## src/rtl/interrupt_ack_controller_pkg.sv

```systemverilog
// Shared types and constants for the interrupt acknowledge controller.
// State encodings, the spurious vector value, and the device IDs driven on the bus.
package interrupt_ack_controller_pkg;

  typedef enum logic [1:0] {
    IDLE    = 2'd0,
    PEND    = 2'd1,
    ACK     = 2'd2,
    RELEASE = 2'd3
  } state_e;

  localparam int SPURIOUS_VECTOR = 0;

  localparam logic [31:0] DEV0_ID = 32'h0000_0001;
  localparam logic [31:0] DEV1_ID = 32'h0000_0002;
  localparam logic [31:0] DEV2_ID = 32'h0000_0003;

endpackage

```

## src/rtl/ack_timeout_counter.sv

```systemverilog
// Wait counter for the acknowledge phase.
// Holds at the terminal count instead of wrapping.
module ack_timeout_counter
  import interrupt_ack_controller_pkg::*;
#(
  parameter int TIMEOUT = 8,
  parameter int CNT_W   = 4
) (
  input  logic clk,
  input  logic rst,
  input  logic clr,
  input  logic en,
  output logic tc
);

  logic [CNT_W-1:0] cnt_q;
  logic [CNT_W-1:0] cnt_d;

  assign tc = (cnt_q == CNT_W'(TIMEOUT - 1));

  always_comb begin
    cnt_d = cnt_q;
    if (clr) begin
      cnt_d = '0;
    end else if (en && !tc) begin
      cnt_d = cnt_q + CNT_W'(1);
    end
  end

  always_ff @(posedge clk or posedge rst) begin
    if (rst) begin
      cnt_q <= '0;
    end else begin
      cnt_q <= cnt_d;
    end
  end

endmodule

```

## src/rtl/interrupt_ack_controller.sv

```systemverilog
// CPU-side interrupt handshake: raise irq, drive INTA,
// capture the device ID as the vector or flag a spurious timeout.
module interrupt_ack_controller
  import interrupt_ack_controller_pkg::*;
#(
  parameter int DATA_WIDTH = 32,
  parameter int TIMEOUT    = 8,
  parameter int CNT_W      = 4
) (
  input  logic                  clk,
  input  logic                  rst,
  input  logic                  int_in,
  input  logic                  int_en,
  input  logic                  cpu_ack,
  input  logic [DATA_WIDTH-1:0] data_in,
  output logic                  irq,
  output logic                  inta,
  output logic [DATA_WIDTH-1:0] vector,
  output logic                  vector_valid,
  output logic                  spurious,
  output logic                  busy
);

  state_e                  state_q, state_d;
  logic                    irq_q, irq_d;
  logic                    inta_q, inta_d;
  logic [DATA_WIDTH-1:0]   vector_q, vector_d;
  logic                    vv_q, vv_d;
  logic                    spur_q, spur_d;
  logic                    cnt_clr;
  logic                    cnt_en;
  logic                    cnt_tc;
  logic                    bus_hit;

  assign bus_hit = (data_in != '0);
  assign cnt_clr = (state_q != ACK);

  ack_timeout_counter #(
    .TIMEOUT (TIMEOUT),
    .CNT_W   (CNT_W)
  ) u_cnt (
    .clk (clk),
    .rst (rst),
    .clr (cnt_clr),
    .en  (cnt_en),
    .tc  (cnt_tc)
  );

  always_comb begin
    state_d  = state_q;
    irq_d    = irq_q;
    inta_d   = inta_q;
    vector_d = vector_q;
    vv_d     = 1'b0;
    spur_d   = 1'b0;
    cnt_en   = 1'b0;
    unique case (state_q)
      IDLE: begin
        irq_d  = 1'b0;
        inta_d = 1'b0;
        if (int_in && int_en) begin
          state_d = PEND;
          irq_d   = 1'b1;
        end
      end
      PEND: begin
        irq_d = 1'b1;
        // an accepted ack beats a same-cycle withdrawal
        if (cpu_ack) begin
          state_d = ACK;
          inta_d  = 1'b1;
          irq_d   = 1'b0;
        end else if (!int_en || !int_in) begin
          state_d = IDLE;
          irq_d   = 1'b0;
        end
      end
      ACK: begin
        irq_d  = 1'b0;
        inta_d = 1'b1;
        if (bus_hit) begin
          state_d  = RELEASE;
          vector_d = data_in;
          vv_d     = 1'b1;
          inta_d   = 1'b0;
        end else if (cnt_tc) begin
          state_d  = RELEASE;
          vector_d = DATA_WIDTH'(SPURIOUS_VECTOR);
          vv_d     = 1'b1;
          spur_d   = 1'b1;
          inta_d   = 1'b0;
        end else begin
          cnt_en = 1'b1;
        end
      end
      RELEASE: begin
        state_d = IDLE;
        irq_d   = 1'b0;
        inta_d  = 1'b0;
      end
      default: begin
        state_d = IDLE;
        irq_d   = 1'b0;
        inta_d  = 1'b0;
      end
    endcase
  end

  always_ff @(posedge clk or posedge rst) begin
    if (rst) begin
      state_q  <= IDLE;
      irq_q    <= 1'b0;
      inta_q   <= 1'b0;
      vector_q <= '0;
      vv_q     <= 1'b0;
      spur_q   <= 1'b0;
    end else begin
      state_q  <= state_d;
      irq_q    <= irq_d;
      inta_q   <= inta_d;
      vector_q <= vector_d;
      vv_q     <= vv_d;
      spur_q   <= spur_d;
    end
  end

  assign irq          = irq_q;
  assign inta         = inta_q;
  assign vector       = vector_q;
  assign vector_valid = vv_q;
  assign spurious     = spur_q;
  assign busy         = (state_q != IDLE);

endmodule

```

## config.mk

```make
export PLATFORM = sky130hd
export DESIGN_NAME = interrupt_ack_controller
export DESIGN_NICKNAME = d
export VERILOG_FILES = /design/src/rtl/interrupt_ack_controller_pkg.sv /design/src/rtl/ack_timeout_counter.sv /design/src/rtl/interrupt_ack_controller.sv
export SDC_FILE = /design/constraint.sdc
export NUM_CORES = 1
export LEC_CHECK = 0
export ABC_AREA = 1
export CAP_MARGIN = 10
export CORE_UTILIZATION = 45
export CTS_CLUSTER_SIZE = 12
export DETAILED_ROUTE_END_ITERATION = 8
export HOLD_SLACK_MARGIN = 0.12
export MAX_ROUTING_LAYER = met4
export PLACE_DENSITY = 0.83
export SLEW_MARGIN = 20
export SYNTH_ARGS = -nofsm -noshare
export SYNTH_HDL_FRONTEND = slang
export SYNTH_SLANG_ARGS = --single-unit
```

## constraint.sdc

```tcl
create_clock -name clk -period 2.7 [get_ports clk]
set_input_delay 0.54 -clock clk [delete_from_list [all_inputs] [get_ports clk]]
set_output_delay 0.54 -clock clk [all_outputs]
set_load 0.02 [all_outputs]
```

==> qor.csv <==
metric,value,unit
worst-path fanout max,33,
Unique masters post-synth,21,
CTS Buf Count,5,
pwr dens,1065,nW/µm²
CTS tree,done,
Synth-to-Final Area Change,45.13,%
Tcrit/Tclk final,77.62,%
CP Launch Type,primary input,
largest family of logic cells by synthesized area,simple AND/OR/NAND/NOR gates,
largest net degree at the start of global routing,35,
FP Rows,23,
antenna cell count,0,
crit path DAT,2.32,ns
fin crit period,2.096,ns
Critical Path Sink Type,flip-flop,
reg2reg setup slack,1.23,ns
post-CTS setup buffers,0,
worst setup path end,vector[2],
gr ovfl total,0,
wire length per cell,12.69,µm
port bufs,73,
CP startpoint,data_in[22],
drc violations,0,
final setup TNS,0,ns
Synth Area in Compound Gates,1.679,%
first-pass GRT wire length,7148,µm
dpl hpwl,3161,µm
Worst EP required,2.92,ns
Slew headroom,36.95,%
Gate Count Post-Synth,222,
r2r endpoint,vector[2],
WL met3,263,µm
Placer Congestion,0.7297,
status,"finished, final reports clean",
top sig layer,met4,
Die ar.,4402,µm²
most frequent cell after synthesis,nand2_1,
Synth async-reset ratio,100.0,%
Hold WC Path Type,flip-flop to flip-flop,
filler instances,345,
die width,66.35,µm
Initial Util,46.57,%
vias per cell,5.003,
RR Startpoint,u_cnt.cnt_q[0],
Clock Sinks,42,
die height,66.35,µm
Ys Warns,0,
number of max-slew violations in the final report,0,
initial antenna violation count,0,
Core ar.,4000,µm²
DR pass1 iterations,5,
synth cell count leaders,"nand2_1, dfrtp_1, nand3_1, nor2_1, inv_1",
final WL,4403,µm
Routed Antenna Nets,0,
Fmax,477.2,MHz
DP Worst Slack,0.2993,ns
Avg Inst Size Synth,8.392,µm²
top cell type's share of synthesized area,56.41,%
post-synthesis mux area share,0,%
layout cells sized above 1,5.387,%
Worst-path clk slew,0.08,ns
Worst IR Drop VDD,0.0004829,V
"Net Count, Synth",260,
post-synthesis xor/xnor area fraction,0.9402,%
Clock Latency Late Sink,0.29,ns
"Seq/Total Area, Yosys",56.41,%
"Gates resized, CTS repair",0,
top area cells in the synthesized netlist,"dfrtp_1, nand2_1, nand3_1, nor2_1, buf_6",
met1 WL,1860,µm
total number of vias,1736,
final setup violation count,0,
Layout Utilization,67.59,%
total track usage,22.37,%
RSZ-0062 raised after global routing,false,
setup clock skew after layout,0.007059,ns
Slew @ Worst Pin,0.9447,ns
Synth Area in Simple Gates,34.12,%
R2R depth,6,
Setup Crit Path Kind,primary input to flip-flop,
Root Driver,clkbuf_8,
ys flop type,dfrtp_1,
biggest area consumer among synthesized cells,dfrtp_1,
post-synthesis register bit count,42,
CTS max path bufs,2,
Max-Cap Viols,0,
Synth Area in Adders,0.6716,%
LEAKAGE,1.293,nW
setup ws final,0.6043,ns
Hold Fails Final Rpt,0,
vias in the first global route,1690,
synthesized area,1863,µm²
Boundary Pins,74,
Nets,334,
number of synthesized flops with an enable pin,0,
met2 routed WL,2221,µm
Post-CTS Hold Fix Bufs,0,
H-tree Lvls,2,
number of DRC markers in iteration 0,151,
-- worst max-delay path: stages --
cell and delay [ns]:
clkdlybuf4s50_1 0.50, nor2_1 0.06, nand2_1 0.08, nor2_1 0.05, nand2_1 0.07, nor2_2 0.05
inv_1 0.68, nand3_1 0.16, nand2_1 0.12
-- per-stage QoR --
step | hold slack (ns) | instances | cell area, µm² | power, W
after detailed placement | 0.4582 | 339 | 2613 | 0.002487
after global routing | 0.4920 | 347 | 2704 | 0.003072
after CTS | 0.4765 | 347 | 2704 | 0.002900
final | 0.4733 | 347 | 2704 | 0.002879
after global placement | 0.4560 | 339 | 2613 | 0.002444
after floorplan | 0.4889 | 222 | 1863 | 0.001827
-- sequential cells by signal (all words and copies together) (netlist names), named ones only --
register / cells
spurious: 1
irq: 1
u_cnt.cnt_q: 4
vector_valid: 1
inta: 1
state_q: 1
vector: 32
-- power breakdown --
| group | leakage, nW | internal (W) | total (W) | switching, W |
|---|---|---|---|---|
| combinational | 0.716 | 0.000650 | 0.00143 | 0.000777 |
| sequential | 0.529 | 0.000894 | 0.00104 | 0.000150 |
| clock | 0.0482 | 0.000206 | 0.000408 | 0.000202 |
| total | 1.29 | 0.00175 | 0.00288 | 0.00113 |
-- cell type report --
| class | instances | area (µm²) | share of cell area [%] |
|---|---|---|---|
| Tap cell | 50 | 62.56 | 2.314 |
| Sequential cell | 42 | 1051 | 38.87 |
| Multi-Input combinational cell | 159 | 696.9 | 25.78 |
| Clock inverter | 1 | 5.005 | 0.1851 |
| Timing Repair Buffer | 77 | 760.7 | 28.14 |
| Clock buffer | 7 | 86.33 | 3.193 |
| Inverter | 11 | 41.29 | 1.527 |
-- per-layer routing --
metal,track usage (%),vias to the layer above
met3,5.862,6
met1,24.89,829
met4,7.447,0
met5,-,-
li1,-,848
met2,38.90,53
-- layout by cell type (no fill, tap or decap) --
cell,n
xor2_1,1
dfrtp_1,42
nor2_1,23
nor3_1,2
nand3b_1,1
nand2_2,2
nor2_2,2
clkdlybuf4s50_1,73
xnor2_1,1
clkinv_1,1
clkbuf_8,6
buf_4,4
a31oi_1,1
nand2_4,1
o21ai_0,4
nand3_1,39
inv_1,10
nand2_1,80
clkinv_2,1
ha_1,1
a21oi_1,1
clkbuf_1,1
-- how the worst min path moves through the flow --
stage / startpoint / endpoint / depth (start not counted)
2_1_floorplan: u_cnt.cnt_q[0] / u_cnt.cnt_q[0] / 1
4_1_cts: vector[4] / vector[4] / 2
6_report: vector[4] / vector[4] / 2
3_3_place_gp: vector[4] / vector[4] / 2
5_1_grt: vector[29] / vector[29] / 2
3_5_place_dp: vector[4] / vector[4] / 2
-- cell families (layout without fill, tap and decap cells) --
family / Yosys count / after routing
flops: 42 / 42
xor+xnor: 2 / 2
compound gates: 6 / 6
buf+inv: 21 / 96
fa+ha+maj: 1 / 1
simple gates: 150 / 150
Note: power is estimated with default switching activity, not from simulation.
